**config.mk**
```make
export PLATFORM = sky130hd
export DESIGN_NAME = vdp_vram_slot_arbiter
export DESIGN_NICKNAME = d
export VERILOG_FILES = /design/src/rtl/vdp_vram_slot_arbiter.sv
export SDC_FILE = /design/constraint.sdc
export NUM_CORES = 1
export LEC_CHECK = 0
export ABC_AREA = 1
export CAP_MARGIN = 20
export CORE_ASPECT_RATIO = 1.25
export CORE_UTILIZATION = 30
export DETAILED_ROUTE_END_ITERATION = 12
export RECOVER_POWER = 25
export SYNTH_ARGS = -nofsm -noshare
export SYNTH_HDL_FRONTEND = slang
export SYNTH_SLANG_ARGS = --single-unit
```
**constraint.sdc**
```tcl
create_clock -name clk -period 2.8 [get_ports clk]
set_input_delay 0.28 -clock clk [delete_from_list [all_inputs] [get_ports clk]]
set_output_delay 0.28 -clock clk [all_outputs]
set_load 0.02 [all_outputs]
```
**src/rtl/vdp_vram_slot_arbiter.sv**
```systemverilog
// vdp_vram_slot_arbiter
// Shares the single 32-bit VRAM access slot per dot between the display
// fetcher, the CPU port and the command engine. dot_state sequences the slot
// as AP(3) -> FS(2) -> DL(0) -> DR(1). The grant is taken on the AP edge and
// the CPU/cmd transfer completes (ack + read capture) on the DR edge.
// Optional build macro VRAM_ARB_WATCHDOG_EN adds per-requester starvation
// counters that force a CPU/cmd slot over the display.
module vdp_vram_slot_arbiter #(
  parameter int ADDR_W       = 17,
  parameter int DATA_W       = 32,
  parameter int STARVE_LIMIT = 8
) (
  input  logic              clk,
  input  logic              reset_n,
  input  logic [1:0]        dot_state,
  input  logic              disp_active,
  input  logic [ADDR_W-1:0] disp_addr,
  input  logic              cpu_req,
  input  logic              cpu_we,
  input  logic [ADDR_W-1:0] cpu_addr,
  input  logic [DATA_W-1:0] cpu_wdata,
  output logic              cpu_ack,
  output logic [DATA_W-1:0] cpu_rdata,
  input  logic              cmd_req,
  input  logic              cmd_we,
  input  logic [ADDR_W-1:0] cmd_addr,
  input  logic [DATA_W-1:0] cmd_wdata,
  output logic              cmd_ack,
  output logic [DATA_W-1:0] cmd_rdata,
  output logic [ADDR_W-1:0] vram_addr,
  output logic              vram_we,
  output logic [DATA_W-1:0] vram_wdata,
  input  logic [DATA_W-1:0] vram_rdata,
  output logic [1:0]        slot_owner,
  output logic              starve_force
);

  typedef enum logic [1:0] {
    OWN_IDLE = 2'd0,
    OWN_DISP = 2'd1,
    OWN_CPU  = 2'd2,
    OWN_CMD  = 2'd3
  } owner_t;

  localparam logic [1:0] DS_AP = 2'd3;
  localparam logic [1:0] DS_DR = 2'd1;

  // The starvation counters are 4 bits wide, so the limit has to fit them.
  if (STARVE_LIMIT < 1 || STARVE_LIMIT > 15) begin : g_bad_limit
    $error("STARVE_LIMIT must fit the 4-bit starvation counter");
  end

  owner_t owner_q;
  owner_t rr_grant;
  owner_t grant;
  logic   last_cmd;     // 1 when the command engine was the last CPU/cmd winner
  logic   force_grant;

  assign slot_owner = owner_q;

`ifdef VRAM_ARB_WATCHDOG_EN
  logic [3:0] cpu_cnt;
  logic [3:0] cmd_cnt;
  logic       cpu_starve;
  logic       cmd_starve;
  logic       force_q;

  function automatic logic [3:0] sat_inc(input logic [3:0] v);
    return (v == 4'hF) ? v : v + 4'd1;
  endfunction

  // A requester is starving when this AP would be its STARVE_LIMIT-th loss.
  assign cpu_starve   = cpu_req && (cpu_cnt >= 4'(STARVE_LIMIT - 1));
  assign cmd_starve   = cmd_req && (cmd_cnt >= 4'(STARVE_LIMIT - 1));
  assign starve_force = force_q;
`else
  assign starve_force = 1'b0;
`endif

  // Round-robin pick between CPU and cmd; on a tie the one not served last wins.
  always_comb begin
    rr_grant = OWN_IDLE;
    if (cpu_req && cmd_req) rr_grant = last_cmd ? OWN_CPU : OWN_CMD;
    else if (cpu_req)       rr_grant = OWN_CPU;
    else if (cmd_req)       rr_grant = OWN_CMD;
  end

  // Slot winner: forced starvation slot > display > round-robin.
  always_comb begin
    grant       = rr_grant;
    force_grant = 1'b0;
    if (disp_active) grant = OWN_DISP;
`ifdef VRAM_ARB_WATCHDOG_EN
    if (cpu_starve) begin
      grant       = OWN_CPU;
      force_grant = 1'b1;
    end else if (cmd_starve) begin
      grant       = OWN_CMD;
      force_grant = 1'b1;
    end
`endif
  end

  // Slot sequencing: grant and memory command on AP, completion on DR.
  always_ff @(posedge clk or negedge reset_n) begin
    if (!reset_n) begin
      owner_q    <= OWN_IDLE;
      last_cmd   <= 1'b1;
      vram_addr  <= '0;
      vram_we    <= 1'b0;
      vram_wdata <= '0;
      cpu_ack    <= 1'b0;
      cmd_ack    <= 1'b0;
      cpu_rdata  <= '0;
      cmd_rdata  <= '0;
    end else begin
      cpu_ack <= 1'b0;
      cmd_ack <= 1'b0;
      if (dot_state == DS_AP) begin
        owner_q <= grant;
        vram_we <= 1'b0;
        case (grant)
          OWN_DISP: vram_addr <= disp_addr;
          OWN_CPU: begin
            vram_addr  <= cpu_addr;
            vram_we    <= cpu_we;
            vram_wdata <= cpu_wdata;
            last_cmd   <= 1'b0;
          end
          OWN_CMD: begin
            vram_addr  <= cmd_addr;
            vram_we    <= cmd_we;
            vram_wdata <= cmd_wdata;
            last_cmd   <= 1'b1;
          end
          default: ;
        endcase
      end else if (dot_state == DS_DR) begin
        // vram_we still reflects this slot, so it tells reads from writes.
        vram_we <= 1'b0;
        if (owner_q == OWN_CPU) begin
          cpu_ack <= 1'b1;
          if (!vram_we) cpu_rdata <= vram_rdata;
        end else if (owner_q == OWN_CMD) begin
          cmd_ack <= 1'b1;
          if (!vram_we) cmd_rdata <= vram_rdata;
        end
      end
    end
  end

`ifdef VRAM_ARB_WATCHDOG_EN
  // Starvation counters: count lost APs while requesting, clear on grant.
  always_ff @(posedge clk or negedge reset_n) begin
    if (!reset_n) begin
      cpu_cnt <= 4'd0;
      cmd_cnt <= 4'd0;
      force_q <= 1'b0;
    end else if (dot_state == DS_AP) begin
      force_q <= force_grant;
      if (grant == OWN_CPU) cpu_cnt <= 4'd0;
      else if (cpu_req)     cpu_cnt <= sat_inc(cpu_cnt);
      if (grant == OWN_CMD) cmd_cnt <= 4'd0;
      else if (cmd_req)     cmd_cnt <= sat_inc(cmd_cnt);
    end
  end
`endif

endmodule

```
# After elaboration in Yosys (flattened, before gate mapping)
# Index checks and enable logic that the tools add are counted.
# totals
reg_bits,119
# classes
eq_ne,7
n_mux,18
bitwise_logic,3
reduce_logical,8
# op_table
operator,n
$pmux 32 s2,1
$pmux 17 s3,1
$eq 2x2->1 const B,5
$mux 1,10
$mux 2,4
$reduce_and 5->1,1
$eq 2x1->1 const B,2
$pmux 1 s2,2
$reduce_and 2->1,2
$reduce_and 4->1,1
$reduce_bool 2->1,2
$not 1->1,3
$reduce_bool 3->1,1
$logic_and 1x1->1,1

# Depth between registers and ports, before layout
# Gate-level depths: netlist (run 1).
# depth
word_depth,7
depth_mapped,8

# Worst setup path before layout (run 1)
# No wires, ideal clock.
# synth_timing
path_kind,reg-to-reg
startpoint,register owner_q[1] (netlist: slot_owner[1])
endpoint,register cpu_rdata[22]
setup_time_ps,121
arrival_ps,1178
slack_ps,1501
path_stages_with_launch,7
n_path_buf,1
cell_sequence,dfrtp_1 -> inv_1 -> nor3_4 -> nand2_4 -> buf_2 -> nand2_1 -> o21ai_1
# synth_via
elab_chain_cells,2
# synth_rtl
item,line,source
from (decl),53,owner_t owner_q;
from (signal assigned),120,owner_q <= grant;
$eq 2x2->1,141,if (owner_q == OWN_CPU) begin
$reduce_and 4->1 (no line),n/a,
to (signal assigned),143,if (!vram_we) cpu_rdata <= vram_rdata;
to (decl),23,"output logic [DATA_W-1:0] cpu_rdata,"
# No other way between the ends.
# A chain may end at the register's enable or synchronous reset.

==> impl_metrics.yaml, run 1 <==
run_status:
  outcome: "complete, but fails checks"
  violated_checks: "capacitance limit, slew limit"
power_and_ir_drop:
  power_frac_comb_pct: 36.3
  p_sw_w: 0.00240
  portion_of_total_power_attributed_to_the_clock_network_pct: 28.9
  static-leakage-power_nw: 4.23
  netSwitchingFraction_pct: 33.9
  power_density_mw_per_mm2: 807
  worst_ir_drop_vdd_uv: 488
  pwr-share-seq_pct: 34.8
  internal_power_w: 0.00469
yosys:
  synth.yosys.seq_area_share_pct: 54.8
  count_of_yosys_warnings_during_synthesis: 0
  synthDistinctLibCells: 23
  mapped_cell_area_mm2: 0.00544
  synth-edff-count: 0
  synth_seq_cells: 119
  yosys.area.top_type: "sky130_fd_sc_hd__dfrtp_1"
  synth_top_flop_cell: "sky130_fd_sc_hd__dfrtp_1"
  synth_top_area_share_pct: 54.3
  synth_commonest_cells: "sky130_fd_sc_hd__nand2_1, sky130_fd_sc_hd__dfrtp_1, sky130_fd_sc_hd__o21ai_1, sky130_fd_sc_hd__inv_1, sky130_fd_sc_hd__nand3_1"
  synth_cells: 664
  yosysMostFrequentCell: "sky130_fd_sc_hd__nand2_1"
  asyncSetResetFlopFracSynth_pct: 100
  postSynthAreaPerCell_um2: 8.19
  postSynthNetCount: 820
  synthTopCellsByArea: "sky130_fd_sc_hd__dfrtp_1, sky130_fd_sc_hd__nand2_1, sky130_fd_sc_hd__o21ai_1"
critical_path:
  setup_crit_end_kind: "async pin"
  path_delay_family: "buffers and inverters"
  critical-path-slowest-cell: "sky130_fd_sc_hd__clkbuf_2"
  crit_fanout: 65
  critical_path.reg2reg.startpoint: "last_cmd"
  worstPathRequired_ps: 3270
  timing.critical_path.buf_inv: 2
  timing.critical_path.cells: "clkbuf_2 -> clkbuf_2"
  critPathArrivalTime_ps: 2310
  timing.critical_path.slowest_cell_delay_ps: 1170
  ff2ff_path_depth: 7
  critPathMostFrequentCell: "sky130_fd_sc_hd__clkbuf_2"
  cp-start-kind: "input pin"
  regToRegEndpoint: "vram_addr[4]"
  timing_worst_setup_path_type: "in2async"
  r2r_slack_ps: 1030
placed_design:
  portBuffers: 273
  place.detailed.hpwl_um: 12300
  numPlacedInstances: 1132
  place.gp.congestion: 0.817
sta:
  finalCriticalPeriod_ps: 1840
  fmax_ghz: 0.545
  rsz0062_at_grt: "no"
  hold_viol: 0
  post-route-period-util_pct: 65.6
  report.final.slew_viol_count: 66
  worstMarginPinSlew_ps: 1680
  setup_viol_count_final: 0
  max_slew_margin_pct: -12.1
  worst_clock_skew_ps: 12.9
  final.setup.tns_ps: 0
clock_network:
  cts_buffers: 17
  clock_sinks: 119
  post_cts_resize_count: 0
  clockBufferDepth: 2
  clkTransAtPathRegs_ps: 60
  clk_latency_ps: 420
  cts.repair_timing.setup_buffer_count: 0
  cts-htree-levels: 4
  postCtsHoldBufs: 0
  cts_root_buffer: "sky130_fd_sc_hd__clkbuf_16"
  tritoncts: "yes"
global_route:
  number_of_global_route_vias_before_repair: 5178
  grt_start_max_net_pins: 66
  global_route.usage.total_pct: 19.2
  globalRoute.totalOverflow: 0
  grt_first_pass_wirelength_um: 27300
  grt_antenna_before_repair: 0
floorplan:
  die_area_mm2: 0.0187
  initial_core_util_pct: 30.9
  placeableCoreArea_mm2: 0.0176
  design.portCount: 275
  die-width_um: 122
  placement_rows: 54
  die_height_um: 152
route:
  drt-total-wl_um: 17100
  detail_route.iter0.violations: 277
  via_total_after_detailed_routing: 5151
  vias_per_cell: 4.43
  firstDrtPassIters: 4
  total_drc_errors_in_the_routed_layout: 0
  route.antenna.remaining_nets: 0
  routed_wire_length_per_instance_um: 14.7
cells_and_area:
  layout_cells_sized_above_1_pct: 6.38
  areaGrowthSynthToFinish_pct: 61.7
  fin_nets: 1083
  final-instance-count-excl-fill: 1164
  n_antenna_cell: 0
min_path:
  worstHoldPathType: "in2async"
flow_run:
  drv_cap: 1
## cells in the final DEF, fill, tap and decap left out, types with 2 or more instances in the layout
cell type,Yosys,final
sky130_fd_sc_hd__nand2_1,333,333
sky130_fd_sc_hd__clkinvlp_4,0,5
sky130_fd_sc_hd__dfrtp_1,118,118
sky130_fd_sc_hd__o21ai_0,2,2
sky130_fd_sc_hd__inv_4,2,2
sky130_fd_sc_hd__inv_1,35,35
sky130_fd_sc_hd__nand4_1,17,17
sky130_fd_sc_hd__buf_4,5,6
sky130_fd_sc_hd__nor2_4,2,2
sky130_fd_sc_hd__inv_6,0,2
sky130_fd_sc_hd__clkbuf_1,0,2
sky130_fd_sc_hd__clkinv_4,0,4
sky130_fd_sc_hd__clkbuf_2,0,2
sky130_fd_sc_hd__inv_2,4,4
sky130_fd_sc_hd__nor2_2,2,2
sky130_fd_sc_hd__nand2_4,5,5
sky130_fd_sc_hd__nand3_1,35,35
sky130_fd_sc_hd__nor3_4,2,2
sky130_fd_sc_hd__clkbuf_16,0,17
sky130_fd_sc_hd__o21ai_1,65,65
sky130_fd_sc_hd__clkdlybuf4s50_1,0,272
## worst max path at each step
| stage | cells after the start | slack (ps) | end | start |
|---|---|---|---|---|
| after global routing | 2 | 520 | cmd_rdata[14] | reset_n |
| final | 2 | 960 | cmd_rdata[14] | reset_n |
| after global placement | 8 | 690 | vram_addr[13] | cpu_req |
| after floorplan | 6 | 1500 | cpu_rdata[22] | slot_owner[1] |
| after detailed placement | 8 | 650 | vram_addr[4] | cpu_req |
| after CTS | 1 | 1010 | vram_we | vram_we |
## sequential cells by signal, summed over array words and instances (netlist names)
signal      flops
vram_we         1
cpu_rdata      32
last_cmd        1
slot_owner      2
vram_addr      17
cmd_rdata      32
cmd_ack         1
vram_wdata     32
cpu_ack         1
## metrics by stage
| step | utilization (%) | hold slack [ps] | power (W) | area [um^2] | setup WS [ps] |
|---|---|---|---|---|---|
| floorplan | - | -15.6 | 0.00366 | 5440 | 1500 |
| finish | 50.0 | 284 | 0.00709 | 8790 | 964 |
| CTS | 50.1 | 2.43 | 0.00718 | 8810 | 1010 |
| detailed placement | 47.0 | 453 | 0.00509 | 8250 | 650 |
| global placement | 47.0 | 455 | 0.00508 | 8250 | 685 |
| global route | 50.0 | 429 | 0.00748 | 8790 | 519 |
## metal layers
| layer | track usage, % | wire length (um) | share of wire (%) |
|---|---|---|---|
| met3 | 4.57 | 985 | 5.8 |
| met1 | 22.0 | 6900 | 40 |
| met5 | 0 | 0 | 0 |
| met4 | 9.64 | 545 | 3.2 |
| met2 | 32.8 | 8660 | 51 |
## cell families (layout without fill, tap and decap cells)
kind of cell,after synthesis,in the layout,share of synthesized area [%]
buf+inv,77,353,7.71
flops,119,119,54.8
simple gates,399,399,31.1
compound gates,68,68,6.33
other cells,1,1,0.0690
## layout make-up
type                            instances  area [um^2]
Timing Repair Buffer                  280         2780
Inverter                               41          159
Clock inverter                         13          125
Clock buffer                           19          433
Tap cell                              224          280
Fill cell                            1731         8780
Sequential cell                       119         2980
Multi-Input combinational cell        468         2040
## power by group through the flow
stage,registers (W),logic [W],clock network [W]
finish,0.00247,0.00257,0.00205
floorplan,0.00309,0.000571,0
CTS,0.00247,0.00261,0.00210
detailed placement,0.00249,0.00261,0
global route,0.00254,0.00275,0.00219
global placement,0.00248,0.00259,0
Note: power is estimated with default switching activity, not from simulation.
==> inputs of run 2 (changes only) <==
Clock period 2.8 ns to 1.9 ns, I/O delays scaled along.
==> impl_metrics.yaml, run 2 (same netlist as run 1, synthesis figures left out) <==
clock_network:
  clkTransAtPathRegs_ps: 60
  post_cts_resize_count: 0
  cts_buffers: 17
  clk_latency_ps: 410
  clockBufferDepth: 2
  cts-htree-levels: 4
  tritoncts: "yes"
  cts_root_buffer: "sky130_fd_sc_hd__clkbuf_16"
  clock_sinks: 119
critical_path:
  setup_crit_end_kind: "output port"
  critical_path_cell_count: 1
  critPathArrivalTime_ps: 1470
  timing_worst_setup_path_type: "reg2out"
  regToRegEndpoint: "cpu_rdata[4]"
  ff2ff_path_depth: 5
  timing.critical_path.slowest_cell_delay_ps: 670
  r2r_slack_ps: 500
  timing.critical_path.cells: "clkdlybuf4s50_1"
  critical-path-slowest-cell: "sky130_fd_sc_hd__clkdlybuf4s50_1"
  crit_fanout: 3
  timing.critical_path.buf_inv: 1
  path_delay_family: "buffers and inverters"
  worstPathRequired_ps: 1710
  critical_path.reg2reg.startpoint: "slot_owner[0]"
  cp-start-kind: "flip-flop"
route:
  route.antenna.remaining_nets: 0
  drt-total-wl_um: 17300
  routed_wire_length_per_instance_um: 14.8
  firstDrtPassIters: 4
  total_drc_errors_in_the_routed_layout: 0
  vias_per_cell: 4.46
  via_total_after_detailed_routing: 5218
  detail_route.iter0.violations: 247
sta:
  setup_viol_count_final: 0
  worst_clock_skew_ps: 9.26
  post-route-period-util_pct: 87.5
  max_slew_margin_pct: 23.9
  final.setup.tns_ps: 0
  hold_viol: 0
  finalCriticalPeriod_ps: 1660
  report.final.slew_viol_count: 0
  worstMarginPinSlew_ps: 1140
  rsz0062_at_grt: "no"
  fmax_ghz: 0.601
power_and_ir_drop:
  netSwitchingFraction_pct: 34.1
  internal_power_w: 0.00694
  power_density_mw_per_mm2: 1190
  p_sw_w: 0.00360
  worst_ir_drop_vdd_uv: 619
  portion_of_total_power_attributed_to_the_clock_network_pct: 29.5
  static-leakage-power_nw: 4.28
  pwr-share-seq_pct: 34.5
  power_frac_comb_pct: 36.0
flow_run:
  drv_cap: 0
run_status:
  outcome: "completed"
min_path:
  worstHoldPathType: "in2async"
cells_and_area:
  layout.cells.most_common_list: "sky130_fd_sc_hd__nand2_1, sky130_fd_sc_hd__clkdlybuf4s50_1, sky130_fd_sc_hd__dfrtp_1"
  areaGrowthSynthToFinish_pct: 63.1
  finalInstanceArea_mm2: 0.00887
  fin_nets: 1089
  layout_cells_sized_above_1_pct: 6.77
  n_antenna_cell: 0
  mostFrequentLayoutCell: "sky130_fd_sc_hd__nand2_1"
  largest_registers: "cmd_rdata: 32 flops, cpu_rdata: 32 flops, vram_wdata: 32 flops"
global_route:
  grt_start_max_net_pins: 117
  grt_antenna_before_repair: 0
  globalRoute.totalOverflow: 0
  grt_first_pass_wirelength_um: 27100
  number_of_global_route_vias_before_repair: 5141
  global_route.usage.total_pct: 19.0
floorplan:
  die_area_mm2: 0.0187
  die-width_um: 122
  initial_core_util_pct: 30.9
  placeableCoreArea_mm2: 0.0176
  placement_rows: 54
  design.portCount: 275
  die_height_um: 152
placed_design:
  place.gp.congestion: 0.868
  post_dp_cell_area_mm2: 0.00833
  place.detailed.hpwl_um: 12200
  portBuffers: 273
[run 2: cell count changes in the layout (fill, tap and decap cells not counted), sizes merged]
cell / change
clkinvlp: -3
dlygate4sd3: +1
inv: +5
buf: +6
clkbuf: -3
[run 2: final cells by class]
| cell class | instances | area [um^2] |
|---|---|---|
| clock inverter | 15 | 141 |
| multi-input combinational | 468 | 2010 |
| clock buffer | 17 | 425 |
| fill | 1726 | 8700 |
| sequential | 119 | 2980 |
| inverter | 41 | 159 |
| tap | 224 | 280 |
| timing repair buffer | 286 | 2870 |
[run 2: per-stage QoR]
stage / worst slack (ps) / hold slack, ps / std cells / utilization, % / total power [W]
after global routing: 180 / 147 / 1170 / 50.5 / 0.0111
after floorplan: 601 / -106 / 664 / - / 0.00539
after detailed placement: 67.3 / -3.96 / 1137 / 47.4 / 0.00752
after global placement: 107 / -4.48 / 1137 / 47.4 / 0.00750
final: 237 / 149 / 1170 / 50.5 / 0.0105
after CTS: 196 / 92.8 / 1170 / 50.7 / 0.0107
[run 2: power by group through the flow]
| stage | combinational (W) | clock, W | sequential (W) |
|---|---|---|---|
| final | 0.00380 | 0.00311 | 0.00364 |
| after global routing | 0.00407 | 0.00329 | 0.00374 |
| after CTS | 0.00387 | 0.00318 | 0.00364 |
| after detailed placement | 0.00385 | 0 | 0.00367 |
| after global placement | 0.00383 | 0 | 0.00367 |
| after floorplan | 0.000842 | 0 | 0.00455 |
[run 2: worst max-delay path by stage]
stage	start	endpoint	slack, ps
final	vram_we	vram_we	240
after global routing	reset_n	cmd_rdata[10]	180
after CTS	vram_we	vram_we	200
after detailed placement	cmd_req	vram_wdata[19]	70
after global placement	cmd_req	vram_wdata[6]	110
after floorplan	slot_owner[1]	cpu_rdata[22]	600
[run 2: timing repair]
action,CTS,global route
buffers inserted,0,0
hold buffers,1,0
endpoints found under the hold margin,118,0
[run 2: metal layers]
| metal | global-route usage (%) | up-vias | routed length, um |
|---|---|---|---|
| met5 | 0 | - | 0 |
| met2 | 32.8 | 171 | 8630 |
| met3 | 4.08 | 35 | 1020 |
| met4 | 9.52 | 0 | 576 |
| met1 | 21.8 | 2387 | 7060 |
| li1 | - | 2625 | - |
==> inputs of run 3 (changes only) <==
Settings changed: CELL_PAD_IN_SITES_DETAIL_PLACEMENT set to 0, CELL_PAD_IN_SITES_GLOBAL_PLACEMENT set to 2, CORE_UTILIZATION 30 to 21, PLACE_DENSITY_LB_ADDON set to 0.1, SETUP_SLACK_MARGIN set to 0.5.
==> impl_metrics.yaml, run 3 (same netlist as run 1, synthesis figures left out) <==
sta:
  max_slew_margin_pct: 57.6
  hold_viol: 0
  worst_clock_skew_ps: 9.66
  fin_ws_ps: 424
  rsz0062_at_grt: "no"
  fmax_ghz: 0.677
  report.final.slew_viol_count: 0
  worstMarginPinSlew_ps: 637
  setup_viol_count_final: 0
  final.setup.tns_ps: 0
  finalCriticalPeriod_ps: 1480
  post-route-period-util_pct: 77.7
floorplan:
  design.portCount: 275
  die-width_um: 146
  placement_rows: 65
  die_height_um: 182
  die_area_mm2: 0.0265
  placeableCoreArea_mm2: 0.0253
  initial_core_util_pct: 21.5
clock_network:
  cts_buffers: 17
  clockBufferDepth: 2
  cts-htree-levels: 4
  cts_root_buffer: "sky130_fd_sc_hd__clkbuf_16"
  clock_sinks: 119
  clkTransAtPathRegs_ps: 60
  clk_latency_ps: 410
  tritoncts: "yes"
run_status:
  outcome: "completed"
power_and_ir_drop:
  static-leakage-power_nw: 4.66
  power_density_mw_per_mm2: 1110
  worst_ir_drop_vdd_uv: 581
route:
  total_drc_errors_in_the_routed_layout: 0
  routed_wire_length_per_instance_um: 14.9
  via_total_after_detailed_routing: 5237
  detail_route.iter0.violations: 189
  route.antenna.remaining_nets: 0
  vias_per_cell: 4.06
  firstDrtPassIters: 5
  drt-total-wl_um: 19200
global_route:
  grt_start_max_net_pins: 74
  global_route.usage.total_pct: 15.0
  number_of_global_route_vias_before_repair: 5461
  globalRoute.totalOverflow: 0
  grt_first_pass_wirelength_um: 30600
  grt_antenna_before_repair: 1
placed_design:
  place.gp.congestion: 0.766
  post_dp_cell_area_mm2: 0.00854
  place.detailed.hpwl_um: 13800
  dp_worst_slack_ps: 61.1
  portBuffers: 273
critical_path:
  timing_worst_setup_path_type: "reg2reg"
  critPathArrivalTime_ps: 1750
  worstPathRequired_ps: 2180
  regToRegEndpoint: "cpu_rdata[29]"
  startpoint: "slot_owner[0]"
  crit_fanout: 64
  setup_crit_end_kind: "flip-flop"
  critical_path.reg2reg.startpoint: "slot_owner[0]"
  cp-start-kind: "flip-flop"
  r2r_slack_ps: 420
  ff2ff_path_depth: 5
cells_and_area:
  n_fill_cell: 2703
  largest_registers: "cmd_rdata: 32 flops, cpu_rdata: 32 flops, vram_wdata: 32 flops"
  area.sequential_mm2: 0.00298
  mostFrequentLayoutCell: "sky130_fd_sc_hd__nand2_1"
  final_core_util_pct: 35.5
  layout.cells.most_common_list: "sky130_fd_sc_hd__nand2_1, sky130_fd_sc_hd__clkdlybuf4s50_1, sky130_fd_sc_hd__dfrtp_1"
  areaGrowthSynthToFinish_pct: 65.1
  layout_cells_sized_above_1_pct: 7.76
  finalInstanceArea_mm2: 0.00897
  fin_nets: 1097
  multiInputGateArea_mm2: 0.00201
min_path:
  worstHoldPathType: "in2async"
flow_run:
  drv_cap: 0
==> run 3: worst max-delay path: stages, from the launching register on <==
cell                      delay (ps)
sky130_fd_sc_hd__dfrtp_2         430
sky130_fd_sc_hd__nor3_1          420
sky130_fd_sc_hd__nand2_4          80
sky130_fd_sc_hd__buf_12          200
sky130_fd_sc_hd__nand2_1         100
sky130_fd_sc_hd__o21ai_1          70
==> run 3: power breakdown <==
group	switching, W	internal (W)
clock	0.00126	0.00180
combinational	0.00193	0.00138
sequential	0.000362	0.00325
==> run 3: metal layers <==
layer / up-vias / GRT usage, % / wire length [um]
met5: - / 0 / 0
met4: 0 / 6.06 / 298
met3: 16 / 4.22 / 1360
met2: 172 / 25.5 / 9580
met1: 2404 / 17.8 / 8000
li1: 2645 / - / -
==> run 3: final cells by class <==
class                      count  share of cell area (%)
multi-input combinational    468                    22.5
clock inverter                14                    1.42
antenna                        1                  0.0279
timing repair buffer         294                    31.6
sequential                   119                    33.2
clock buffer                  17                    4.74
inverter                      41                    1.85
tap                          335                    4.67
==> run 3: worst max-delay path by stage <==
stage,end,cells after the start
2_1_floorplan,cpu_rdata[22],6
3_3_place_gp,vram_wdata[21],7
3_5_place_dp,vram_wdata[12],7
4_1_cts,slot_owner[0],1
5_1_grt,cpu_rdata[28],5
6_report,cpu_rdata[29],5
==> run 3: what timing repair did <==
item,in CTS,in global routing
setup buffers,0,3
pin swaps,0,3
setup endpoints to repair,149,59
hold buffers,1,0
resized for setup,122,8
hold endpoints to repair,118,0
==> run 3: through the flow <==
stage               hold WS, ps  std cells  power [W]
floorplan                  -106        664    0.00539
global placement           23.2       1253    0.00754
detailed placement         25.7       1253    0.00756
CTS                         118       1285     0.0102
global route                288       1289     0.0106
finish                      252       1289    0.00998
